<file path="src/rtl/instruction_fetch.sv">
// ---------------------------------------------------------------------------
// instruction_fetch
//   Fetch front end for the instruction decoder. Holds the PC, issues reads
//   to a sync-read instruction memory and hands the returned 32-bit words to
//   the decoder over a valid/ready pair. The decoder's jump/halt verdict for
//   the word being transferred redirects or stops the fetch stream.
//
// Ports
//   clk, rst_n                 clock (rising edge), async active-low reset
//   start, start_addr          begin fetching at start_addr (IDLE/HALT only)
//   imem_en, imem_addr         read strobe / address, data returns next cycle
//   imem_rdata                 read data, valid the cycle after imem_en
//   ins, ins_pc, ins_valid     instruction word, its address, live flag
//   ins_ready                  decoder accepts ins this cycle
//   dec_isJump, dec_jumpAddr   decoder redirect for the word on ins
//   dec_isHalted               decoder halt flag for the word on ins
//   halted, busy               HALT / RUN state indicators
// ---------------------------------------------------------------------------
// state | meaning
// IDLE  | out of reset, no fetching, waiting for start
// RUN   | fetching and presenting words to the decoder
// HALT  | decoder accepted a halting word, fetch stopped until start
// ---------------------------------------------------------------------------
module instruction_fetch #(
   parameter int                 ADDR_W   = 10,
   parameter logic [ADDR_W-1:0]  RESET_PC = '0
) (
   input  logic              clk,
   input  logic              rst_n,
   input  logic              start,
   input  logic [ADDR_W-1:0] start_addr,
   output logic              imem_en,
   output logic [ADDR_W-1:0] imem_addr,
   input  logic [31:0]       imem_rdata,
   output logic [31:0]       ins,
   output logic [ADDR_W-1:0] ins_pc,
   output logic              ins_valid,
   input  logic              ins_ready,
   input  logic              dec_isJump,
   input  logic [ADDR_W-1:0] dec_jumpAddr,
   input  logic              dec_isHalted,
   output logic              halted,
   output logic              busy
);

   typedef enum logic [1:0] {
      IDLE = 2'd0,
      RUN  = 2'd1,
      HALT = 2'd2
   } state_t;

   state_t            state, state_nxt;
   logic [ADDR_W-1:0] pc, pc_nxt;

   // read issued last cycle whose data is on imem_rdata now
   logic              rd_vld, rd_vld_nxt;
   logic [ADDR_W-1:0] rd_pc, rd_pc_nxt;

   // output register (head of queue) and skid register behind it
   logic              out_vld, out_vld_nxt;
   logic [31:0]       out_ins, out_ins_nxt;
   logic [ADDR_W-1:0] out_pc, out_pc_nxt;
   logic              skid_vld, skid_vld_nxt;
   logic [31:0]       skid_ins, skid_ins_nxt;
   logic [ADDR_W-1:0] skid_pc, skid_pc_nxt;

   logic              xfer;
   logic              redirect;
   logic [1:0]        occ;
   logic [1:0]        occ_after;
   logic              room;

   // The returning read is presented straight from imem_rdata when nothing
   // older is held, which is what gives the two-cycle start/jump latency.
   always_comb begin
      ins       = '0;
      ins_pc    = '0;
      ins_valid = out_vld | rd_vld;
      if (out_vld) begin
         ins    = out_ins;
         ins_pc = out_pc;
      end else if (rd_vld) begin
         ins    = imem_rdata;
         ins_pc = rd_pc;
      end
   end

   assign xfer     = ins_valid & ins_ready;
   assign redirect = xfer & (dec_isJump | dec_isHalted);

   // A new read is allowed only if, after this cycle's transfer, at most one
   // word is left waiting; the new word then always has a register to land in.
   assign occ       = {1'b0, out_vld} + {1'b0, skid_vld} + {1'b0, rd_vld};
   assign occ_after = occ - {1'b0, xfer};
   assign room      = (occ_after <= 2'd1);

   assign imem_en   = (state == RUN) & room;
   assign imem_addr = pc;
   assign halted    = (state == HALT);
   assign busy      = (state == RUN);

   always_comb begin
      state_nxt    = state;
      pc_nxt       = pc;
      rd_vld_nxt   = 1'b0;
      rd_pc_nxt    = pc;
      out_vld_nxt  = out_vld;
      out_ins_nxt  = out_ins;
      out_pc_nxt   = out_pc;
      skid_vld_nxt = skid_vld;
      skid_ins_nxt = skid_ins;
      skid_pc_nxt  = skid_pc;

      case (state)
         IDLE, HALT: begin
            out_vld_nxt  = 1'b0;
            skid_vld_nxt = 1'b0;
            if (start) begin
               state_nxt = RUN;
               pc_nxt    = start_addr;
            end
         end

         RUN: begin
            if (imem_en) begin
               pc_nxt     = pc + {{(ADDR_W-1){1'b0}}, 1'b1};
               rd_vld_nxt = 1'b1;
               rd_pc_nxt  = pc;
            end

            if (out_vld) begin
               if (xfer) begin
                  if (skid_vld) begin
                     out_ins_nxt  = skid_ins;
                     out_pc_nxt   = skid_pc;
                     skid_vld_nxt = rd_vld;
                     skid_ins_nxt = imem_rdata;
                     skid_pc_nxt  = rd_pc;
                  end else begin
                     out_vld_nxt  = rd_vld;
                     out_ins_nxt  = imem_rdata;
                     out_pc_nxt   = rd_pc;
                  end
               end else if (!skid_vld) begin
                  skid_vld_nxt = rd_vld;
                  skid_ins_nxt = imem_rdata;
                  skid_pc_nxt  = rd_pc;
               end
            end else begin
               // head was the bypassed read; keep it only if not taken
               out_vld_nxt = rd_vld & ~xfer;
               out_ins_nxt = imem_rdata;
               out_pc_nxt  = rd_pc;
            end

            // redirect squashes everything younger than the transferred word,
            // including a read issued in this same cycle
            if (redirect) begin
               out_vld_nxt  = 1'b0;
               skid_vld_nxt = 1'b0;
               rd_vld_nxt   = 1'b0;
               if (dec_isJump) begin
                  pc_nxt = dec_jumpAddr;
               end else begin
                  pc_nxt = pc;
               end
               if (dec_isHalted) begin
                  state_nxt = HALT;
               end
            end
         end

         default: begin
            state_nxt    = IDLE;
            out_vld_nxt  = 1'b0;
            skid_vld_nxt = 1'b0;
         end
      endcase
   end

   always_ff @(posedge clk or negedge rst_n) begin
      if (!rst_n) begin
         state    <= IDLE;
         pc       <= RESET_PC;
         rd_vld   <= 1'b0;
         rd_pc    <= '0;
         out_vld  <= 1'b0;
         out_ins  <= '0;
         out_pc   <= '0;
         skid_vld <= 1'b0;
         skid_ins <= '0;
         skid_pc  <= '0;
      end else begin
         state    <= state_nxt;
         pc       <= pc_nxt;
         rd_vld   <= rd_vld_nxt;
         rd_pc    <= rd_pc_nxt;
         out_vld  <= out_vld_nxt;
         out_ins  <= out_ins_nxt;
         out_pc   <= out_pc_nxt;
         skid_vld <= skid_vld_nxt;
         skid_ins <= skid_ins_nxt;
         skid_pc  <= skid_pc_nxt;
      end
   end

endmodule

</file>
<file path="config.mk">
export PLATFORM = sky130hd
export DESIGN_NAME = instruction_fetch
export DESIGN_NICKNAME = d
export VERILOG_FILES = /design/src/rtl/instruction_fetch.sv
export SDC_FILE = /design/constraint.sdc
export NUM_CORES = 1
export LEC_CHECK = 0
export ABC_AREA = 1
export CORE_MARGIN = 2
export CORE_UTILIZATION = 54
export DETAILED_ROUTE_END_ITERATION = 7
export PLACE_DENSITY = 0.81
export SYNTH_ARGS = -nofsm -noshare
export SYNTH_HDL_FRONTEND = slang
export SYNTH_SLANG_ARGS = --single-unit
</file>
<file path="constraint.sdc">
create_clock -name clk -period 3 [get_ports clk]
set_clock_uncertainty 0.15 [all_clocks]
set_input_delay 0.6 -clock clk [delete_from_list [all_inputs] [get_ports clk]]
set_output_delay 0.6 -clock clk [all_outputs]
set_load 0.02 [all_outputs]
</file>
After elaboration in Yosys (flattened, before gate mapping)

Index checks and enable logic that the tools add are counted.

Flip-flop bits (word level): 109
Input port bits: 58
Output and inout port bits: 56
Word-level logic and storage cells: 75

Eq/ne operators: 10
$add $sub $neg: 4
Magnitude comparators: 1
Bitwise gates (word level): 7
Reduce and logical (&&, ||, !) cells: 7
Muxes and demuxes: 36

Operators by type and width:

| kind                    | count |
|---|---|
| $mux W32                | 7 |
| $mux W10                | 11 |
| $pmux W10 S2            | 1 |
| $mux W1                 | 13 |
| $add A10 B1 Y10 const B | 1 |
| $mux W2                 | 3 |
| $ne A2 B2 Y1 const B    | 3 |
| $reduce_and A3 Y1       | 2 |
| $and A1 B1 Y1           | 4 |
| $ne A2 B1 Y1 const B    | 2 |
| $pmux W2 S2             | 1 |
| $reduce_and A4 Y1       | 1 |
| $ne A3 B1 Y1 const B    | 1 |
| $ne A3 B2 Y1 const B    | 1 |
| $ne A3 B3 Y1 const B    | 1 |
| $add A1 B1 Y2           | 1 |
| $add A2 B1 Y2           | 1 |
| $eq A2 B1 Y1 const B    | 1 |
| $eq A2 B2 Y1 const B    | 1 |
| $le A2 B1 Y1 const B    | 1 |
| $logic_not A2 Y1        | 1 |
| $or A1 B1 Y1            | 2 |
| $reduce_and A2 Y1       | 1 |
| $reduce_bool A2 Y1      | 1 |
| 3 further kinds         | 3 |

Logic depth before layout (Yosys ltp)

Gate-level depths: netlist of run 1.

Word-level depth: 8
Gate-level depth with buffers: 19
Depth with buffers taken out: 16

Least setup slack after synthesis of run 1

No wires, ideal clock.

Kind: register to output
Start point: register out_vld
End point: output port imem_en
Data required time: 2,250 ps
Arrival: 2,225 ps
Setup slack: 25 ps
Cell stages (with the launch flop): 14
Path buffers: 3
Cell sequence: dfrtp_1 buf_6 inv_4 nand2_4 nand2_4 inv_2 buf_6 buf_4 ha_1 inv_1 ha_1 nand2_1 nand3b_1 a21oi_1

Longest elaborated chain between the ends: 5

Ends and longest elaborated chain:

| what                   | line | text |
|---|---|---|
| from (decl)            | 60   | `logic out_vld, out_vld_nxt;` |
| from (signal assigned) | 198  | `out_vld <= out_vld_nxt;` |
| $or A1 B1 Y1           | 78   | `ins_valid = out_vld \| rd_vld;` |
| named net ins_valid    | 37   | `output logic ins_valid,` |
| $and A1 B1 Y1          | 88   | `assign xfer = ins_valid & ins_ready;` |
| $sub A2 B1 Y2          | 94   | `assign occ_after = occ - {1'b0, xfer};` |
| $le A2 B1 Y1           | 95   | `assign room = (occ_after <= 2'd1);` |
| $and A1 B1 Y1          | 97   | `assign imem_en = (state == RUN) & room;` |
| to (decl)              | 32   | `output logic imem_en,` |

The timed path passes the listed nets, and every way through them passes these cells.

Final worst setup path of run 1

Start point: register out_vld
End point: output port ins[8]

Longest elaborated chain between the ends: 1

Ends and longest elaborated chain:

| what      | line | text |
|---|---|---|
| $mux W32  | 79   | `if (out_vld) begin` |
| to (decl) | 35   | `output logic [31:0] ins,` |

Every way passes these cells.

==> results of run 1 <==
[cell families after synthesis]
family	synth area share, %
and+or+nand+nor	23.5
adders and majority gates	0.766
DFF	41.7
buffers and inverters	9.02
AOI/OAI and AO/OA	24.7
xor gates and xnor gates	0.268
[cell type report]
| cell class | count | area, sq um |
|---|---|---|
| Timing Repair Buffer | 135 | 1380 |
| Tap cell | 147 | 184 |
| Sequential cell | 109 | 2730 |
| Clock buffer | 13 | 270 |
| Clock inverter | 1 | 30.0 |
| Inverter | 74 | 282 |
| Fill cell | 1016 | 3810 |
| Multi-Input combinational cell | 634 | 3220 |
[state kept, by name (all words and copies together) (netlist names)]
name and flops:
rd_vld 1, out_ins 32, out_pc 10, skid_pc 10, skid_ins 32, imem_addr 10
rd_pc 10, state 2, out_vld 1, skid_vld 1
[final timing paths]
check / from / to / depth (start not counted)
worst max-delay path: out_vld / ins[8] / 5
worst min-delay path: imem_addr[9] / rd_pc[9] / 0
worst max register to register: out_vld / imem_addr[1] / 16
worst min register to register: imem_addr[9] / rd_pc[9] / 0
max in group asynchronous: rst_n / skid_ins[4] / 3
min in group asynchronous: rst_n / out_ins[13] / 2
[critical path, delay by kind of cell, from the launching register on]
kind                   cells  cell delay, ns
buffers and inverters      3            1.01
DFF                        1            0.44
AOI/OAI and AO/OA          1            0.17
and+or+nand+nor            1            0.15
[placed cells by master (no fill, tap or decap), types with 2 or more instances in the layout]
master | synthesis | final
nand2_1 | 358 | 358
dfrtp_1 | 109 | 107
clkdlybuf4s50_1 | 0 | 90
o21ai_0 | 72 | 72
inv_1 | 69 | 68
a21oi_1 | 51 | 50
o211ai_2 | 40 | 40
a21boi_0 | 39 | 39
o21ai_1 | 22 | 22
dlymetal6s2s_1 | 0 | 20
buf_4 | 8 | 19
nand3_1 | 14 | 14
nor2_1 | 12 | 12
clkbuf_16 | 0 | 9
o211ai_1 | 6 | 6
ha_1 | 4 | 4
inv_2 | 3 | 3
a21boi_1 | 3 | 3
clkbuf_8 | 0 | 3
buf_12 | 0 | 3
nand2_4 | 2 | 2
nand4_1 | 2 | 2
xor2_1 | 2 | 2
dfrtp_2 | 0 | 2
[metrics by stage]
step / setup slack, ns / setup TNS (ns) / instance area (sq um) / utilization (%)
after floorplan: 0.0245 / 0 / 6540 / -
after global placement: -0.476 / -0.476 / 7730 / 64.9
after detailed placement: -0.501 / -0.501 / 7730 / 64.9
after CTS: 0.0339 / 0 / 8050 / 67.6
after global routing: -0.0217 / -0.0217 / 8100 / 68.0
final: 0.124 / 0 / 8100 / 68.0
[routing by layer]
metal,global-route usage [%],wire (microns),up-vias
li1,-,-,3014
met1,31.9,7050,2785
met2,41.7,7400,141
met3,3.24,654,15
met4,8.29,187,0
met5,0,0,-
[what timing repair did]
| item | in CTS | in global routing |
|---|---|---|
| hold buffers | 1 | 0 |
| cloned | 0 | 0 |
| endpoints found under the setup margin | 43 | 20 |
| hold endpoints to repair | 9 | 0 |
| buffers inserted | 0 | 0 |
| resized for setup | 11 | 20 |
| pin swaps | 0 | 0 |
[power breakdown]
part / switching [uW] / internal [uW] / leakage, uW / total (uW)
sequential: 439 / 2160 / 0.00136 / 2600
combinational: 2550 / 1570 / 0.00253 / 4130
clock: 506 / 708 / 0.000148 / 1210
==> reports/results.txt, run 1 <==
Cell area after synthesis: 6540 sq um
IO Port Bufs: 113
R2r setup slk: 0.52 ns
1st-iter DRT viols: 383
Kind of end point of the critical path: output pin
Top-area cell type share of the netlist area: 41.7%
Global-route wire length before repair: 25.9 mm
Initial antenna violation count: 0
TritonCTS Buffers: 9
CP max FO: 40
Min-delay worst type: reg -> reg
Antenna Cells: 0
Netlist cell types: 30
PwrDens: 979 nW/um^2
Crit-path cells: inv_4 -> buf_6 -> nand2_1 -> a21oi_1 -> clkdlybuf4s50_1
Final Hold Viols: 0
Final Setup Violations: 0
Leak: 0.00404 uW
DRC: 0
Detail Route Antenna Nets: 0
Crit path launch type: flop
# IOs: 114
Fmax: 0.348 GHz
Layout cell share with drive strength beyond 1: 9.32%
Syn. warnings: 0
DIE WIDTH: 114 microns
Hold Slack: 0.316 ns
Cells after DPL: 1098
Avg Inst Size Synth: 7.47 sq um
Drt wl/cell: 13.7 microns
Post-synthesis sequential area ratio: 41.7%
Skew-Pair Late Insertion Delay: 0.34 ns
Number of synthesized flops with an enable pin: 0
Core Area: 11900 sq um
Global Route Usage Sum: 24.3%
Power Total: 7930 uW
CTS sink count: 109
Largest net degree at the start of global routing: 89
Crit Path Class: reg -> out
Worst slew pin tran: 1.17 ns
Maxcap violations: 0
CP max stage delay: 0.62 ns
Leading area contributor after synthesis: dfrtp_1
Rel. slew slack: 22.1%
H-tree depth: 3
CTS tree: done
Non-filler cells, final: 1113
Most common cell in the netlist: nand2_1
Slowest-stage cell, CP: clkdlybuf4s50_1
# nets final: 1025
Die area: 13000 sq um
VDD IR-drop max: 1.12 mV
Vert. Die Dim: 114 microns
Post-DP HPWL: 9.64 mm
Vias: 5955
CTS clk-pin slew, worst paths: 0.07 ns
Minimum clock period: 2.88 ns
Layout area overhead: 24.0%
Status: finished clean
Vias per inst: 5.35
Vias in the first global route: 5694
Largest cells by area after synthesis: dfrtp_1 (42%), nand2_1 (21%), o211ai_2 (7.7%)
Max Root-Sink Buffers: 2
Pre-antenna DRT Iters: 5
Final worst path period share: 95.9%
CP Data Required Time: 2.25 ns
Arrival @ worst endpoint: 2.13 ns
Site Rows: 40
Final-report max-slew violation count: 0
Most used DFF post-synth: dfrtp_1
Root buf cell: clkbuf_16
Cell count after synthesis: 875
Initial Util: 54.9%
Flops & latches, synth: 109
Final wirelength: 15.3 mm
Synth async-reset ratio: 100%
Synth top cells by count: nand2_1 (358), dfrtp_1 (109), o21ai_0 (72), inv_1 (69), a21oi_1 (51)
Final global-route overflow total: 0
GP Congestion: 0.822
Post-Syn Nets: 937
(Power assumes the default switching activity.)
==> inputs of run 2 (changes only) <==
Clock period 3 ns to 2.85 ns, I/O delays scaled along.
==> run 2 against run 1 <==
  * Clock power increased by 14%
  * Sequential share of layout area fell by 0.26 points
  * Worst setup slack got worse by 0.029 ns
  * Routed wire length is 1.8% higher
  * Sequential power grew 5%
  * Critical path type unchanged
  * Highest routed layer unchanged
==> reports/results.txt, run 2 (synthesis gave the netlist of run 1 again) <==
Global-route wire length before repair: 25.8 mm
PwrDens: 1030 nW/um^2
Layout cell share with drive strength beyond 1: 9.92%
Max Root-Sink Buffers: 2
Minimum clock period: 2.76 ns
H-tree depth: 3
Worst r2r dst: imem_addr[7]
Rel. slew slack: 29.0%
Top delay family on crit path: adder cells
VDD IR-drop max: 0.951 mV
Leak: 0.00422 uW
DRC: 0
Top flop regs: out_ins (32), skid_ins (32)
Highest-count cells in the layout ignoring fill and taps: nand2_1 (358), dfrtp_1 (107), o21ai_0 (72)
Detail Route Antenna Nets: 0
Worst slew pin tran: 1.06 ns
TritonCTS Buffers: 9
Arrival @ worst endpoint: 2.04 ns
Final wirelength: 15.6 mm
Worst r2r src: out_vld
Slowest-stage cell, CP: dfrtp_2
Fin area: 8170 sq um
Pre-antenna DRT Iters: 6
Crit path launch type: flop
Crit Path Class: reg -> out
Global Route Usage Sum: 24.5%
Kind of end point of the critical path: output pin
Drt wl/cell: 14.0 microns
Post-DP HPWL: 9.75 mm
Vias per inst: 5.39
IO Port Bufs: 113
Final Setup Violations: 0
Final worst path period share: 96.7%
Post-DP Area: 7740 sq um
Initial Util: 54.9%
Initial antenna violation count: 0
Site Rows: 40
Post-CTS Setup Inserts: 0
# nets final: 1025
Setup WS pre-CTS: -0.598 ns
R2r setup slk: 0.60 ns
Skew-Pair Late Insertion Delay: 0.35 ns
Vert. Die Dim: 114 microns
Die area: 13000 sq um
CP max FO: 2
CTS tree: done
Core Area: 11900 sq um
# fillers: 992
Layout area overhead: 24.9%
Most common cell after layout, fill and taps aside: nand2_1
Final-report max-slew violation count: 0
# IOs: 114
Reg2Reg Depth: 15
CTS sink count: 109
Status: finished clean
Fmax: 0.363 GHz
CTS clk-pin slew, worst paths: 0.07 ns
CP Data Required Time: 2.13 ns
Worst path most repeated cell: nand2_1
GP Congestion: 0.859
CP Buf/Inv Count: 4
Crit-path cells: inv_4 -> nand2_4 -> nand2_4 -> inv_4 -> ha_4 -> inv_2 -> ha_4 -> nand2_1 -> nand2_1 -> nand2_1 -> a21oi_2 -> buf_4
Antenna Cells: 0
Min setup slack post-route: 0.0943 ns
Vias: 6015
RSZ-0062 raised after global routing: false
DIE WIDTH: 114 microns
Final global-route overflow total: 0
1st-iter DRT viols: 407
Final Hold Viols: 0
Largest net degree at the start of global routing: 89
Min-delay worst type: in -> async
Vias in the first global route: 5715
CP max stage delay: 0.44 ns
Root buf cell: clkbuf_16
Maxcap violations: 0
## run 2: worst max path at each step
| stage | start | to | slack, ns | depth (start not counted) |
|---|---|---|---|---|
| final | out_vld | imem_en | 0.09 | 12 |
| after global placement | ins_ready | imem_en | -0.56 | 10 |
| after CTS | out_vld | ins[22] | -0.04 | 4 |
| after global routing | out_vld | imem_en | 0.007 | 12 |
| after floorplan | out_vld | imem_en | 0.002 | 13 |
| after detailed placement | ins_ready | imem_en | -0.60 | 10 |
## run 2: power breakdown
group	internal, uW	total (uW)	switching [uW]	leakage, uW
combinational	1620	4320	2710	0.00270
sequential	2270	2730	462	0.00136
clock	820	1380	559	0.000156
total	4700	8430	3730	0.00422
## run 2: final cells by class
cell class	count	area [sq um]	share of cell area (%)
Inverter	74	283	3.46
Multi-Input combinational cell	634	3250	39.8
Sequential cell	109	2730	33.4
Clock inverter	3	67.6	0.827
Clock buffer	13	260	3.19
Timing Repair Buffer	135	1390	17.1
Tap cell	147	184	2.25
## run 2: repair_timing
action | in CTS | in global routing
gates cloned | 0 | 0
hold buffers | 0 | 0
setup endpoints to repair | 43 | 29
pin swaps | 0 | 3
resized for setup | 25 | 34
hold endpoints to repair | 0 | 0
## run 2: metrics by stage
step	total power (uW)	hold slack, ns	util, %	cells	setup TNS (ns)
final	8430	0.0389	68.6	1115	0
after global routing	9130	0.0818	68.6	1115	0
after CTS	8480	0.0557	67.7	1115	-0.0390
after detailed placement	7130	0.315	65.0	1099	-0.598
after global placement	7000	0.311	65.0	1099	-0.555
after floorplan	5570	0.124	-	875	0
## run 2: per-layer routing
metal / GRT usage [%] / part of all wire (%)
met1: 32.4 / 47
met3: 4.30 / 4.7
met2: 40.8 / 47
met4: 8.78 / 1.5
met5: 0 / 0
==> RTL edit (settings of run 2) <==
Change the parameter `ADDR_W` from 10 to 12.
--- a/src/rtl/instruction_fetch.sv
+++ b/src/rtl/instruction_fetch.sv
@@ -24,3 +24,3 @@
 module instruction_fetch #(
-   parameter int                 ADDR_W   = 10,
+   parameter int                 ADDR_W   = 12,
    parameter logic [ADDR_W-1:0]  RESET_PC = '0
Ports: changed (resized dec_jumpAddr, imem_addr, ins_pc and start_addr); port bits go from 114 to 122. No check against the original RTL was run, so the function may have changed too.
==> RTL edit against run 2 <==
- wire length rose by 14%
- largest cell class unchanged
- first-iteration DRC count rose by 79%
- power rose by 7.8%
- setup slack got worse by 0.093 ns
- design area rose by 8.0%
- synthesized area rose by 3.3%
- combinational power fell by 13%
- sequential cell count rose by 8
==> RTL edit: results <==
metrics = {
    "status": {
        "status": "finished, final reports clean",
    },
    "drt": {
        "met1Wirelength_mm": 8.16,
        "vias_per_cell": 5.37,
        "met2RoutedLength_mm": 8.19,
        "totalWireLength_mm": 17.7,
        "drt_iter0_drc": 729,
        "num_vias": 6627,
        "dr_wl_met3_mm": 1.14,
    },
    "setup_path": {
        "setup.reg_to_reg.worst_slack_ns": 0.42,
        "worstReg2RegEnd": "imem_addr[3]",
        "cp.arrival_ns": 2.13,
        "worstPathMaxFanout": 78,
        "timing.critical_path.max_delay_family": "buffers and inverters",
        "timing.reg2reg.worst_path_depth": 14,
        "endpoint": "ins[15]",
        "critical_path.slowest_cell": "clkdlybuf4s50_1",
    },
    "logic_synthesis": {
        "compound_cell_area_share_of_the_yosys_netlist_pct": 21.3,
        "synthTopCellsByArea": "dfrtp_1 43%, nand2_1 17%, o21ai_0 7.3%",
        "yosys.area_share.adder_pct": 0.741,
        "syn_inst_count": 952,
        "syn_nets": 1018,
        "synth.lib_cells_used.distinct": 26,
        "yosysSeqAreaShare_pct": 43.4,
        "netlist_top_cells_count": "310 x nand2_1, 117 x dfrtp_1, 108 x nor2_1",
    },
    "sta": {
        "fin_hold_ws_ns": 0.294,
        "actual_transition_at_the_worst_max_transition_pin_ns": 0.846,
        "fmaxAchievable_ghz": 0.351,
    },
    "clock_tree": {
        "cts-resized-gates": 46,
        "worst_setup_hold_path_clk_slew_ns": 0.05,
        "numCtsBuffers": 17,
        "cts_hold_buffers": 1,
    },
    "placed_design": {
        "detailed_place_hpwl_mm": 10.5,
        "place_ws_ns": -0.564,
        "io_buffer_count": 121,
        "place.gp.congestion": 0.881,
        "postPlaceCellArea_sq_um": 8140,
    },
    "cells_and_area": {
        "layout-drive-gt1-share_pct": 6.84,
        "final_util_pct": 72.8,
    },
    "global_routing": {
        "grt_first_pass_wirelength_mm": 28.7,
        "grt_pass1_vias": 6041,
        "grt_util_met3_pct": 6.28,
        "met1_resource_use_gr_pct": 37.9,
        "track_usage_pct": 27.1,
    },
    "pwr": {
        "share_seq_of_total_power_pct": 32.1,
        "static-leakage-power_nw": 4.32,
        "power_in_combinational_cells_mw": 3.76,
    },
    "min_path": {
        "hold_path_class": "reg2reg",
    },
}
## RTL edit: cell count changes in the layout (fill, tap and decap cells not counted), sizes merged, moves of 10 or more
cell | run 2 | this run
clkbuf | 13 | 25
dlymetal6s2s | 28 | 4
o211ai | 47 | 2
dlygate4sd2 | 15 | 37
clkdlybuf4s50 | 68 | 78
o31ai | 0 | 44
nor2 | 12 | 110
nand2 | 361 | 312
## RTL edit: worst reg2reg max path, delay by kind of cell, from the launching register on
family / cells / cell delay, ns
adders and majority gates: 2 / 0.48
buffers and inverters: 4 / 0.64
DFF: 1 / 0.44
and+or+nand+nor: 8 / 0.60
## RTL edit: cell type report
cell class,instances,area share (%)
Multi-Input combinational cell,700,37.3
Sequential cell,117,33.2
Timing Repair Buffer,146,16.5
Clock buffer,24,5.69
Inverter,72,3.07
Tap cell,168,2.38
Clock inverter,8,1.90
